## config.mk

```make
export PLATFORM = sky130hd
export DESIGN_NAME = imem_boot_loader_flat
export DESIGN_NICKNAME = d
export VERILOG_FILES = /design/src/rtl/imem_boot_loader_pkg.sv /design/src/rtl/imem_boot_loader_if.sv /design/src/rtl/imem_boot_loader_array.sv /design/src/rtl/imem_boot_loader.sv /design/src/flat_wrapper.sv
export SDC_FILE = /design/constraint.sdc
export NUM_CORES = 2
export LEC_CHECK = 0
export BUFFER_PORTS_ARGS = -buffer_cell sky130_fd_sc_hd__buf_2
export CORE_MARGIN = 1
export CORE_UTILIZATION = 55
export DETAILED_ROUTE_END_ITERATION = 8
export PLACE_DENSITY = 0.76
export SLEW_MARGIN = 15
export SYNTH_ARGS = -nofsm -noshare
export SYNTH_HDL_FRONTEND = slang
export SYNTH_SLANG_ARGS = --single-unit
```

## constraint.sdc

```tcl
create_clock -name clk -period 5.5 [get_ports clk]
set_input_delay 1.1 -clock clk [delete_from_list [all_inputs] [get_ports clk]]
set_output_delay 1.1 -clock clk [all_outputs]
set_load 0.03 [all_outputs]
```

## src/rtl/imem_boot_loader_pkg.sv

```systemverilog
// Shared boot-loader types and constants: FSM state encoding, fill word and the
// instruction-store address width.
package imem_boot_loader_pkg;

    localparam int unsigned IMEM_ADDR_W = 7;
    localparam int unsigned WORD_W      = 32;
    localparam logic [WORD_W-1:0] NOP_WORD = 32'h0000_0000;

    typedef enum logic [1:0] {
        CLEAR = 2'd0,
        LOAD  = 2'd1,
        RUN   = 2'd2,
        ERROR = 2'd3
    } boot_state_t;

endpackage

```

## src/rtl/imem_boot_loader_if.sv

```systemverilog
// Program-load word stream: the source drives valid/data/last and the loader
// drives ready.
interface imem_boot_loader_if;
    import imem_boot_loader_pkg::*;

    logic              ld_valid;
    logic [WORD_W-1:0] ld_data;
    logic              ld_last;
    logic              ld_ready;

    modport master (output ld_valid, output ld_data, output ld_last, input ld_ready);
    modport slave  (input ld_valid, input ld_data, input ld_last, output ld_ready);

endinterface

```

## src/rtl/imem_boot_loader_array.sv

```systemverilog
// Instruction store: one synchronous write port and one combinational read port.
// The contents have no reset; the loader's CLEAR pass defines them.
module imem_boot_loader_array
    import imem_boot_loader_pkg::*;
#(
    parameter int unsigned ADDR_W = IMEM_ADDR_W
) (
    input  logic              clk,
    input  logic              we,
    input  logic [ADDR_W-1:0] waddr,
    input  logic [WORD_W-1:0] wdata,
    input  logic [ADDR_W-1:0] raddr,
    output logic [WORD_W-1:0] rdata
);

    localparam int unsigned DEPTH = 2 ** ADDR_W;

    logic [WORD_W-1:0] mem [DEPTH];

    always_ff @(posedge clk) begin
        if (we) begin
            mem[waddr] <= wdata;
        end
    end

    assign rdata = mem[raddr];

endmodule

```

## src/rtl/imem_boot_loader.sv

```systemverilog
// Instruction-memory front end: wipes the store to NOPs, loads a program from a
// valid/ready stream while holding the core in reset, then serves IR.
module imem_boot_loader
    import imem_boot_loader_pkg::*;
#(
    parameter int unsigned ADDR_W = IMEM_ADDR_W
) (
    input  logic                clk,
    input  logic                rst_n,
    imem_boot_loader_if.slave   ld,
    input  logic [WORD_W-1:0]   IR_addr,
    output logic [WORD_W-1:0]   IR,
    output logic                core_rst_n,
    output logic                load_done,
    output logic                load_err,
    output logic [ADDR_W:0]     word_cnt
);

    localparam logic [ADDR_W-1:0] PTR_LAST = '1;

    boot_state_t       state_q, state_d;
    logic [ADDR_W-1:0] clr_ptr_q, clr_ptr_d;
    logic [ADDR_W-1:0] wr_ptr_q, wr_ptr_d;
    logic [ADDR_W:0]   word_cnt_q, word_cnt_d;

    logic              mem_we;
    logic [ADDR_W-1:0] mem_waddr;
    logic [WORD_W-1:0] mem_wdata;
    logic [ADDR_W-1:0] mem_raddr;
    logic [WORD_W-1:0] mem_rdata;
    logic              ld_accept;
    logic              addr_in_range;
    logic              unused_addr_bits;

    // Gated by rst_n so a word offered during reset is never accepted.
    assign ld.ld_ready = rst_n && (state_q == LOAD);
    assign ld_accept   = ld.ld_valid && ld.ld_ready;

    always_ff @(posedge clk) begin
        if (!rst_n) begin
            state_q    <= CLEAR;
            clr_ptr_q  <= '0;
            wr_ptr_q   <= '0;
            word_cnt_q <= '0;
        end else begin
            state_q    <= state_d;
            clr_ptr_q  <= clr_ptr_d;
            wr_ptr_q   <= wr_ptr_d;
            word_cnt_q <= word_cnt_d;
        end
    end

    always_comb begin
        state_d    = state_q;
        clr_ptr_d  = clr_ptr_q;
        wr_ptr_d   = wr_ptr_q;
        word_cnt_d = word_cnt_q;
        mem_we     = 1'b0;
        mem_waddr  = clr_ptr_q;
        mem_wdata  = NOP_WORD;

        unique case (state_q)
            CLEAR: begin
                mem_we    = 1'b1;
                clr_ptr_d = clr_ptr_q + ADDR_W'(1);
                if (clr_ptr_q == PTR_LAST) begin
                    state_d = LOAD;
                end
            end
            LOAD: begin
                if (ld_accept) begin
                    mem_we     = 1'b1;
                    mem_waddr  = wr_ptr_q;
                    mem_wdata  = ld.ld_data;
                    wr_ptr_d   = wr_ptr_q + ADDR_W'(1);
                    word_cnt_d = word_cnt_q + (ADDR_W + 1)'(1);
                    // A last word in the final slot is legal; anything else there overflows.
                    if (ld.ld_last) begin
                        state_d = RUN;
                    end else if (wr_ptr_q == PTR_LAST) begin
                        state_d = ERROR;
                    end
                end
            end
            RUN:     ;
            ERROR:   ;
            default: ;
        endcase

        if (!rst_n) begin
            mem_we = 1'b0;
        end
    end

    imem_boot_loader_array #(.ADDR_W(ADDR_W)) u_array (
        .clk   (clk),
        .we    (mem_we),
        .waddr (mem_waddr),
        .wdata (mem_wdata),
        .raddr (mem_raddr),
        .rdata (mem_rdata)
    );

    // Byte address to word index; the core only issues word-aligned fetches.
    assign mem_raddr        = IR_addr[ADDR_W+1:2];
    assign addr_in_range    = (IR_addr[WORD_W-1:ADDR_W+2] == '0);
    assign unused_addr_bits = ^IR_addr[1:0];

    assign IR         = ((state_q == RUN) && addr_in_range) ? mem_rdata : NOP_WORD;
    assign core_rst_n = rst_n && (state_q == RUN);
    assign load_done  = (state_q == RUN);
    assign load_err   = (state_q == ERROR);
    assign word_cnt   = word_cnt_q;

endmodule

```

## src/flat_wrapper.sv

```systemverilog
// flat-port wrapper written by rule: the top's interface ports become plain ports
module imem_boot_loader_flat import imem_boot_loader_pkg::*;
#(
    parameter int unsigned ADDR_W = IMEM_ADDR_W
)
  (clk, rst_n, IR_addr, IR, core_rst_n, load_done, load_err, word_cnt, ld_ld_valid, ld_ld_data, ld_ld_last, ld_ld_ready);
  imem_boot_loader_if ld_i ();
  input  logic clk;
  input  logic rst_n;
  input  logic [WORD_W-1:0] IR_addr;
  output logic [WORD_W-1:0] IR;
  output logic core_rst_n;
  output logic load_done;
  output logic load_err;
  output logic [ADDR_W:0] word_cnt;
  input wire logic [$bits(ld_i.ld_valid)-1:0] ld_ld_valid;
  input wire logic [$bits(ld_i.ld_data)-1:0] ld_ld_data;
  input wire logic [$bits(ld_i.ld_last)-1:0] ld_ld_last;
  output wire logic [$bits(ld_i.ld_ready)-1:0] ld_ld_ready;
  assign ld_i.ld_valid = ld_ld_valid;
  assign ld_i.ld_data = ld_ld_data;
  assign ld_i.ld_last = ld_ld_last;
  assign ld_ld_ready = ld_i.ld_ready;
  imem_boot_loader #(.ADDR_W(ADDR_W)) u_core (.clk(clk), .rst_n(rst_n), .ld(ld_i), .IR_addr(IR_addr), .IR(IR), .core_rst_n(core_rst_n), .load_done(load_done), .load_err(load_err), .word_cnt(word_cnt));
endmodule
```

==> impl_metrics.ini <==
[job]
maxCapViolCount = 0

[clocking]
cts_hold_buf = 0
cts_setup_buffers = 0
cts_sinks = 4120
root_buffer = clkbuf_16
clkSlewWorstSetupHoldPaths_ps = 60
cts_buffer_depth = 4
numCtsBuffers = 406
cts_tree = done
htreeDepth = 5
clk_latency_ps = 990

[pwr]
ir_drop_v = 0.000368
power_density_mw_per_mm2 = 349
leakagePower_uw = 0.0567

[global_route]
grt_remaining_overflow = 0
grt-busiest-layer = met2
grt_pass1_wl_um = 588000
gr-usage-met3_pct = 6.86
antenna_found_initial = 26
grt_use_met1_pct = 38.3
grt.met2_usage_pct = 46.0
track_usage_pct = 29.1
grt_pass1_vias = 81148
grt_start_max_net_pins = 106

[place]
dp_slack_ps = -376
placed_area_sq_mm = 0.167
dp_cells = 11176
dpl.hpwl_um = 233000
port_buffers = 109
gp_congestion = 0.857

[cells_and_area]
layout.cells.most_common_list = 4,096 x edfxtp_1, 822 x mux4_2, 451 x buf_4
fin_cells = 11916
fill_cells = 17730
syn2layout_area_growth_pct = 14.4
drive_gt1_share_pct = 28.4
fin_area_sq_mm = 0.179
final_common_cell = edfxtp_1
nets = 7914

[synth]
ys_ff_latch = 4120
synth_cells = 7185
yosysSeqAreaShare_pct = 78.7
synth_edf_count = 4096
syn_avg_cell_area_sq_um = 21.8
synthArstFlopShare_pct = 0
yosysUniqueCellTypes = 55
yosys_warnings = 0
synth_fp_nets = 7256
syn-cell-area_sq_mm = 0.157
ys.flop_type = edfxtp_1

[worst_hold_path]
hold_depth = 2
whs_endpoint = u_core.state_q[0]$_SDFFE_PN0P_
hp-class = in -> reg
hp-start = ld_ld_last

[die]
start_util_pct = 55.4
std_cell_rows = 195
dieArea_sq_mm = 0.287
core_sq_mm = 0.283
die_h_um = 536
pin_count = 112
die_w_um = 536

[setup_path]
cp_top_family = buffers and inverters
worstPathMaxFanout = 27
cp.required_ps = 4400
slowest_stage = a22oi_1
end_kind = output port
timing.rr.end = u_core.u_array.mem[70][5]$_DFFE_PP_
r2r-start = u_core.state_q[1]$_SDFFE_PN0P_
critPathArrivalTime_ps = 4400
path_cells = buf_12 > buf_12 > buf_12 > mux4_2 > a22oi_1 > nand4_1 > buf_4 > nor2_4 > buf_4 > a41oi_1 > buf_2
cpMostUsedCell = buf_12
cp-start-kind = primary input
rrSetupSlack_ps = 1410
critPathKind = in -> out
critPathMaxStageDelay_ps = 600
reg2regPathDepth = 5
cp.buffers_inverters = 6

[timing]
final.setup_skew_ps = 51.1
drv_slew = 0
setup_violations = 1
finalCritPeriodShare_pct = 100
rsz0062_at_grt = yes
fmax_mhz = 182
layout_setup_ws_ps = -1.03
slew_headroom_pct = 17.6
final-hold-violation-count = 0
fin_crit_ps = 5500
worst_pin_slew_ps = 1240

[detailed_routing]
first_pass_iters = 6
routedWlPerCell_um = 35.2
drc_errors = 0
vias = 81191
wl_um = 419000
first_iter_violations = 12507
vias_per_cell = 6.81
ant_nets = 0

[status]
status = complete, but fails checks
violations = negative setup slack
==> power by group <==
group | switching (uW) | total (uW) | internal (uW)
Clock | 11400 | 26400 | 15000
Sequential | 14.4 | 34000 | 34000
Combinational | 1230 | 2140 | 908
Total | 12700 | 62600 | 49900
==> state kept, by name, indices dropped and copies added, names as in the netlist <==
signal,flops
u_core.state_q,2
u_core.wr_ptr_q,7
u_core.clr_ptr_q,7
u_core.word_cnt,8
u_core.u_array.mem,4096
==> logic make-up (layout without fill, tap and decap cells) <==
family | count (synthesis) | in the layout | share of synthesized area, %
DFF | 4120 | 4120 | 78.7
muxes | 1226 | 1226 | 14.4
AOI/OAI and AO/OA | 732 | 732 | 3.43
and+or+nand+nor | 679 | 679 | 2.10
buffers and inverters | 408 | 1380 | 1.18
xor gates and xnor gates | 17 | 17 | 0.0949
adders and majority gates | 3 | 3 | 0.0239
other | 0 | 16 | 0
==> repair_timing <==
| item | in CTS | in global routing |
|---|---|---|
| pin swaps | 0 | 4 |
| endpoints found under the setup margin | 10 | 10 |
| gates resized for setup | 14 | 11 |
==> metrics by stage <==
step / utilization, % / TNS, ps / total power, uW / hold slack [ps]
floorplan: - / 0 / 36000 / 497
global placement: 58.9 / -1250 / 36800 / 495
detailed placement: 58.9 / -1400 / 36800 / 508
CTS: 63.3 / 0 / 62700 / 400
global route: 63.4 / -4.15 / 63900 / 433
finish: 63.4 / -1.03 / 62600 / 456
==> cells in the mapped netlist, types with 2 or more instances <==
library cell / number / area (sq um)
inv_1: 2 / 7.51
or2_2: 2 / 12.5
nor2b_1: 70 / 438
nand4_1: 71 / 444
a22oi_1: 318 / 2390
mux2_2: 79 / 890
dfxtp_1: 24 / 480
mux4_2: 822 / 18500
nor2_2: 2 / 12.5
nand3_1: 15 / 75.1
xnor2_1: 13 / 114
nor2_1: 335 / 1260
a211oi_1: 64 / 480
ha_1: 3 / 37.5
buf_1: 25 / 93.8
or3_1: 9 / 56.3
a2111oi_0: 64 / 561
buf_2: 177 / 886
a21boi_0: 3 / 22.5
nor3_1: 42 / 210
edfxtp_1: 4096 / 123000
a41oi_1: 31 / 272
o211ai_1: 31 / 233
nor4_1: 8 / 50.1
xor2_1: 4 / 35.0
o21ai_0: 15 / 75.1
nand2b_1: 10 / 62.6
a22o_1: 68 / 596
nand2_1: 41 / 154
clkbuf_1: 180 / 676
and2_1: 52 / 325
a21oi_1: 95 / 475
o31ai_1: 2 / 15.0
mux2i_1: 325 / 3250
nand3b_1: 8 / 60.1
buf_4: 22 / 165
o22ai_1: 39 / 244
==> layer usage <==
layer	up-vias	routed length (um)	share of wire [%]
li1	31701	-	-
met1	42113	144000	34
met2	6376	200000	48
met3	991	52600	13
met4	10	22900	5.5
met5	-	65	0.016
==> worst max path at each step <==
| stage | start | endpoint | slack (ps) | cells after the start |
|---|---|---|---|---|
| finish | IR_addr[2] | IR[8] | -1 | 11 |
| global route | IR_addr[2] | IR[1] | -4 | 10 |
| CTS | IR_addr[3] | IR[10] | 20 | 11 |
| detailed placement | IR_addr[2] | IR[1] | -380 | 11 |
| global placement | IR_addr[2] | IR[1] | -350 | 11 |
| floorplan | rst_n | u_core.u_array.mem[0][16]$_DFFE_PP_ | 990 | 7 |
==> worst reg2reg max path, cell delays in order (launching register included) <==
cell	delay, ps
dfxtp_1	670
and4b_4	420
o31ai_1	560
nand2_1	810
nor2_4	930
buf_4	370
==> layout make-up <==
type                       count  area (sq um)  share of cell area (%)
tap                         3743          4680                    2.61
clock inverter               231          1860                    1.04
multi-input combinational   2657         32800                    18.3
timing repair buffer         656          5890                    3.28
inverter                       2          10.0                 0.00558
antenna                       16          40.0                  0.0223
clock buffer                 491         10600                    5.90
sequential                  4120        123000                    68.8
Note: power is estimated with default switching activity, not from simulation.
